`src/rtl/mem_port_arbiter.sv`:
```
// Round-robin arbiter and sequencer for the shared 32-bit memory port (4 requesters).
// Optional hold-timeout watchdog is enabled by defining MEM_ARB_TIMEOUT_EN.
`timescale 1ns/1ps

module mem_port_arbiter #(
    parameter int MAX_HOLD = 16
) (
    input  logic       clk,
    input  logic       reset,
    input  logic [3:0] req,
    input  logic       xfer_done,
    output logic [3:0] grant,
    output logic [1:0] select,
    output logic       busy,
    output logic       timeout
);

    typedef enum logic {
        IDLE,
        BUSY
    } state_t;

    state_t     state_q, state_d;
    logic [1:0] ptr_q, ptr_d;
    logic [1:0] select_q, select_d;
    logic [3:0] grant_q, grant_d;
    logic       busy_q, busy_d;

    logic       found;
    logic [1:0] pick;
    logic [1:0] cand;
    logic       hold_expired;

`ifdef MEM_ARB_TIMEOUT_EN
    localparam logic [7:0] HOLD_LAST = 8'(MAX_HOLD - 1);

    logic [7:0] hold_q, hold_d;
    logic       timeout_q, timeout_d;

    assign hold_expired = (hold_q == HOLD_LAST);

    // Counter restarts every grant; only the third release reason raises timeout.
    always_comb begin
        hold_d    = '0;
        timeout_d = 1'b0;
        if (state_q == BUSY) begin
            hold_d    = hold_q + 8'd1;
            timeout_d = !xfer_done && req[select_q] && hold_expired;
        end
    end

    always_ff @(posedge clk) begin
        if (reset) begin
            hold_q    <= '0;
            timeout_q <= 1'b0;
        end else begin
            hold_q    <= hold_d;
            timeout_q <= timeout_d;
        end
    end

    assign timeout = timeout_q;
`else
    localparam int unused_max_hold = MAX_HOLD;

    assign hold_expired = 1'b0;
    assign timeout      = 1'b0;
`endif

    // Rotating search starting at ptr; first set request wins.
    always_comb begin
        found = 1'b0;
        pick  = ptr_q;
        cand  = ptr_q;
        for (int i = 0; i < 4; i++) begin
            cand = ptr_q + 2'(i);
            if (!found && req[cand]) begin
                found = 1'b1;
                pick  = cand;
            end
        end
    end

    always_comb begin
        state_d  = state_q;
        ptr_d    = ptr_q;
        select_d = select_q;
        grant_d  = grant_q;
        busy_d   = busy_q;
        case (state_q)
            IDLE: begin
                if (found) begin
                    grant_d  = 4'b0001 << pick;
                    select_d = pick;
                    busy_d   = 1'b1;
                    ptr_d    = pick + 2'd1;
                    state_d  = BUSY;
                end
            end
            BUSY: begin
                // select and ptr deliberately survive release so the mux stays quiet.
                if (xfer_done || !req[select_q] || hold_expired) begin
                    grant_d = 4'b0000;
                    busy_d  = 1'b0;
                    state_d = IDLE;
                end
            end
        endcase
    end

    always_ff @(posedge clk) begin
        if (reset) begin
            state_q  <= IDLE;
            ptr_q    <= 2'd0;
            select_q <= 2'd0;
            grant_q  <= 4'b0000;
            busy_q   <= 1'b0;
        end else begin
            state_q  <= state_d;
            ptr_q    <= ptr_d;
            select_q <= select_d;
            grant_q  <= grant_d;
            busy_q   <= busy_d;
        end
    end

    assign grant  = grant_q;
    assign select = select_q;
    assign busy   = busy_q;

endmodule
```
`config.mk`:
```
export PLATFORM = sky130hd
export DESIGN_NAME = mem_port_arbiter
export DESIGN_NICKNAME = d
export VERILOG_FILES = /design/src/rtl/mem_port_arbiter.sv
export SDC_FILE = /design/constraint.sdc
export NUM_CORES = 1
export LEC_CHECK = 0
export ABC_AREA = 1
export CORE_ASPECT_RATIO = 1.75
export CORE_MARGIN = 3
export CORE_UTILIZATION = 30
export DETAILED_ROUTE_END_ITERATION = 12
export GPL_TIMING_DRIVEN = 0
export MAX_ROUTING_LAYER = met4
export PLACE_DENSITY = 0.62
export SYNTH_ARGS = -nofsm -noshare
export SYNTH_HDL_FRONTEND = slang
export SYNTH_SLANG_ARGS = --single-unit
```
`constraint.sdc`:
```
create_clock -name clk -period 1.97 [get_ports clk]
set_input_delay 0.197 -clock clk [delete_from_list [all_inputs] [get_ports clk]]
set_output_delay 0.197 -clock clk [all_outputs]
set_load 0.1 [all_outputs]
```
# Yosys cells after proc, flatten, opt, wreduce, memory -nomap -nowiden
# Cells that the tools add are included.
# op_classes
add_sub_neg	4
n_lt_le_gt_ge	5
n_eq_ne	2
shift	1
muxes	26
bitwise_logic	1
reduce_logical	10
# op_table
op	count
less-than comparator 2 x 3 -> 1 bit (second input constant)	5
two-way mux 1 bit	13
binary-select mux 1 bit (select 2 bit)	5
two-way mux 4 bit	2
one-hot mux 4 bit (2 select lines)	1
two-way mux 2 bit	3
adder 2 x 1 -> 2 bit (second input constant)	2
adder 2 bit (second input constant)	2
logical NOT 1 bit	4
one-hot mux 1 bit (2 select lines)	2
AND reduction 2 bit	2
<< shifter 1 x 2 -> 4 bit (first input constant)	1
logical AND 1 bit	3
!= test 2 x 1 -> 1 bit (second input constant)	1
!= test 2 bit (second input constant)	1
logical OR 1 bit	1
inverter 1 bit	1
# totals
register_bits	10
out_inout_bits	8
wordCells	54

# Depth between registers and ports, before layout
# Gate-level depths: netlist of the first run.
# logic_depth
depth_word	15
depth_mapped	16
depth_no_buf	15

# Worst setup path before layout of the first run
# OpenSTA, ideal clock, no wires.
# synth_path
path_type	register to register
start	register select_q[0], in the netlist select[0]
end	register busy_q, in the netlist busy
arrival_ns	1.941
required_ns	1.914
path_slack_ns	-0.027
path_stages_with_launch	9
path_buffers	0
cell_sequence	dfxtp_1 -> o211ai_1 -> nand2_1 -> inv_1 -> o21ai_0 -> nand3_1 -> nand2_1 -> nand2_1 -> inv_1
# synth_between
elab_chain_cells	6
# synth_rtl
item	line_no	rtl
start, declared	25	logic [1:0] select_q, select_d;
start signal, assigned	121	select_q <= select_d;
binary-select mux 1 bit (select 2 bit)	102	if (xfer_done || !req[select_q] || hold_expired) begin
two-way mux 1 bit (not written as such)	102	
logical NOT 1 bit	102	
logical OR 1 bit	102	
!= test 2 x 1 -> 1 bit (no line)	n/a	
AND reduction 2 bit (no line)	n/a	
end signal, assigned	123	busy_q <= busy_d;
end, declared	27	logic busy_q, busy_d;
# Every way passes these cells. The select of a mux whose other input is x is not followed.
# A chain may end at the register's enable or synchronous reset.

# Worst setup path after layout of the first run
# layout_path
start	register busy_q, in the netlist busy
end	output port busy
# layout_lines
item	line_no	rtl
end, declared	14	output logic busy,
# No word-level cell between the ends.

==> impl_metrics.yaml, run 1 <==
cells_and_area:
  fillers: 272
  post-route-util_pct: 44.23
  antenna_cells: 0
  drive_above_1_share_pct: 30.14
  fin_nets: 159
  finish.instance_area_sq_mm: 0.001102
  area_growth_syn_to_layout_pct: 40.06
route:
  via_count: 839
  firstDrtPassIters: 4
  ant_nets: 0
  wl_um: 1934
  routedWlPerCell_um: 11.24
  first_iter_violations: 20
  remaining_drc_errors: 0
  vias_per_cell: 4.878
worst_setup_path:
  crit_family: "buffers and inverters"
  cp_max_fo: 2
  worstPathRequired_ns: 1.77
  path_buf_inv: 1
  critPathSlowestCell: "clkdlybuf4s50_1"
  cp_slowest_stage_delay_ns: 1.14
  crit_arrival_ns: 1.71
  critPathLaunchType: "flip-flop"
  critPathCaptureType: "primary output"
  worstPathCellList: "clkdlybuf4s50_1"
  path_class: "flip-flop to primary output"
timing:
  setup_viol: 0
  fin_crit_sh_pct: 96.65
  setup_ws_ns: 0.06599
  holdWs_ns: 0.3083
  fmax_mhz: 525.2
  period_minus_slack_ns: 1.904
  finalHoldViolCount: 0
  relSlewSlack_pct: 34.96
  fin_skew_ns: 0.0008401
  drv_slew: 0
  worstMarginPinSlew_ns: 0.9725
clock_tree:
  clk_pin_slew_ns: 0.04
  numCtsBuffers: 3
  holdBufCountCts: 0
  cts.sinks: 10
  clockBufferDepth: 2
  htreeDepth: 1
  cts_tree: "yes"
  ctsRootBufferMaster: "clkbuf_8"
  clk_latency_ns: 0.23
yosys:
  synth_cell_types: 22
  synth_top_area_cell: "dfxtp_1"
  synth_top_area_share_pct: 25.44
  synth_compound_area_share_pct: 12.40
  synth_xor_area_share_pct: 0
  synth_top_family_by_area: "simple AND/OR/NAND/NOR gates"
  ys_ff_latch: 10
  syn_area_sq_um: 787.0
  syn_avg_cell_area_sq_um: 6.398
  synthMuxAreaShare_pct: 0
  seq_area_frac_synth_pct: 25.44
  synth_warnings: 0
  synth_nets: 134
  synth-simple-area-share_pct: 44.52
  ys_top_cells_by_count: "nand2_1, nand3_1, inv_1, dfxtp_1, a21oi_1"
  synth-adder-area-share_pct: 6.359
  ys_async_sr_fraction_pct: 0
  yosys_most_used_dff: "dfxtp_1"
  synth-edff-count: 0
  synthTopCellsByArea: "dfxtp_1, nand2_1, nand3_1, ha_1, inv_1"
  postSynthCellCount: 123
  yosysMostFrequentCell: "nand2_1"
place:
  io_buffers: 12
  post-place-ws_ns: -0.2831
  place_hpwl_um: 1378
  gp_congestion: 0.8491
  dpl_cell_area_sq_um: 940.9
global_routing:
  antenna_found_initial: 0
  track_usage_pct: 13.20
  overflow: 0
  grt_max_degree: 11
  grt_pass1_vias: 809
  grt_pass1_wl_um: 3215
floorplanning:
  start_util_pct: 31.58
  ios: 15
  die_area_sq_mm: 0.003298
  rows: 24
  core_area_sq_mm: 0.002492
  die_w_um: 44.72
  die_h_um: 73.76
min_path:
  hp-class: "input pin to flip-flop"
outcome:
  status: "completed"
job:
  cap_violations: 0
[state kept, by name (all words and copies together) (netlist names)]
name and flops:
grant 4, busy 1, select 2, state_q 1, ptr_q 2
[final cells by class]
class / instances / area [sq um] / share of cell area, %
clock buffer: 3 / 41.29 / 3.746
inverter: 16 / 65.06 / 5.902
timing repair buffer: 20 / 182.7 / 16.57
multi-input combinational: 94 / 554.3 / 50.28
tap: 26 / 32.53 / 2.951
buffer: 3 / 22.52 / 2.043
sequential: 10 / 203.9 / 18.50
[worst reg2reg max path, stage by stage (launching register included)]
cell and delay [ns]:
dfxtp_2 0.33, buf_6 0.13, buf_4 0.11, nand2_2 0.06, nand2_4 0.09, nand2_1 0.09
o21ai_4 0.10, inv_2 0.06, nor2_4 0.11, nand2_2 0.07, nand2_2 0.08, inv_1 0.05
ha_1 0.28, o21ai_1 0.13, nor2_1 0.06
[cell families after synthesis]
group	after synthesis
AND/OR/NAND/NOR	75
buffers and inverters	19
AO/OA/AOI/OAI	14
flip-flops	10
adder cells (fa/ha/maj)	4
other	1
[through the flow]
step                cells  setup TNS (ns)
floorplan             123               0
global placement      161         -0.3429
finish                172               0
detailed placement    161         -0.4576
global route          172       -0.009592
CTS                   164               0
[per-layer routing]
metal	routed length (um)	up-vias	global-route usage [%]
met3	30	7	1.961
li1	-	428	-
met4	59	0	9.060
met2	1075	18	21.76
met5	0	-	-
met1	768	386	13.88
[final timing paths]
kind,startpoint,to,slack (ns),cells after the start
min,reset,state_q$_SDFF_PP0_,0.31,2
min reg2reg,grant[3]$_SDFFE_PP0P_,grant[3]$_SDFFE_PP0P_,0.48,2
max reg2reg,ptr_q[0]$_SDFFE_PP0P_,ptr_q[1]$_SDFFE_PP0P_,0.11,14
max,busy$_SDFFE_PP0P_,busy,0.07,1
[layout by cell type (no fill, tap or decap)]
cell type / netlist / routed
nand3_1: 15 / 12
clkbuf_8: 0 / 3
buf_6: 1 / 1
o211ai_1: 1 / 1
inv_2: 3 / 3
o21ai_1: 0 / 1
buf_4: 1 / 8
conb_1: 1 / 1
nand2_1: 44 / 37
ha_1: 4 / 4
nand2_4: 1 / 2
o21bai_4: 1 / 1
nand2_2: 4 / 10
buf_1: 1 / 1
o21ai_4: 1 / 1
o21ai_0: 3 / 2
nor2_2: 2 / 2
inv_1: 12 / 12
dfxtp_2: 0 / 3
dlymetal6s2s_1: 0 / 2
nand3_2: 2 / 4
a21oi_1: 8 / 8
nor2_1: 5 / 4
clkdlybuf4s50_1: 0 / 10
nor2_4: 2 / 3
dfxtp_1: 10 / 7
inv_6: 0 / 1
nand3_4: 0 / 1
buf_2: 0 / 1
[what timing repair did]
action | CTS | global route
pin swaps | 0 | 5
buffers inserted | 0 | 7
hold endpoints to repair | 0 | 0
gates cloned | 0 | 1
gates resized for setup | 4 | 16
endpoints found under the setup margin | 1 | 6
Power of run 1 is left out: the tool's default activity adds up to more than one toggle a clock period on the data nets, which glitch-free logic cannot reach.
==> run 2: changes to the inputs <==
--- a/config.mk
+++ b/config.mk
@@ -6,6 +6,7 @@
 export NUM_CORES = 1
 export LEC_CHECK = 0
 export ABC_AREA = 1
+export CAP_MARGIN = 10
 export CORE_ASPECT_RATIO = 1.75
 export CORE_MARGIN = 3
 export CORE_UTILIZATION = 30
==> results of run 2 <==
Final layout, timing and power as in run 1 (identical DEF).
Power of run 2 is left out for the same reason.
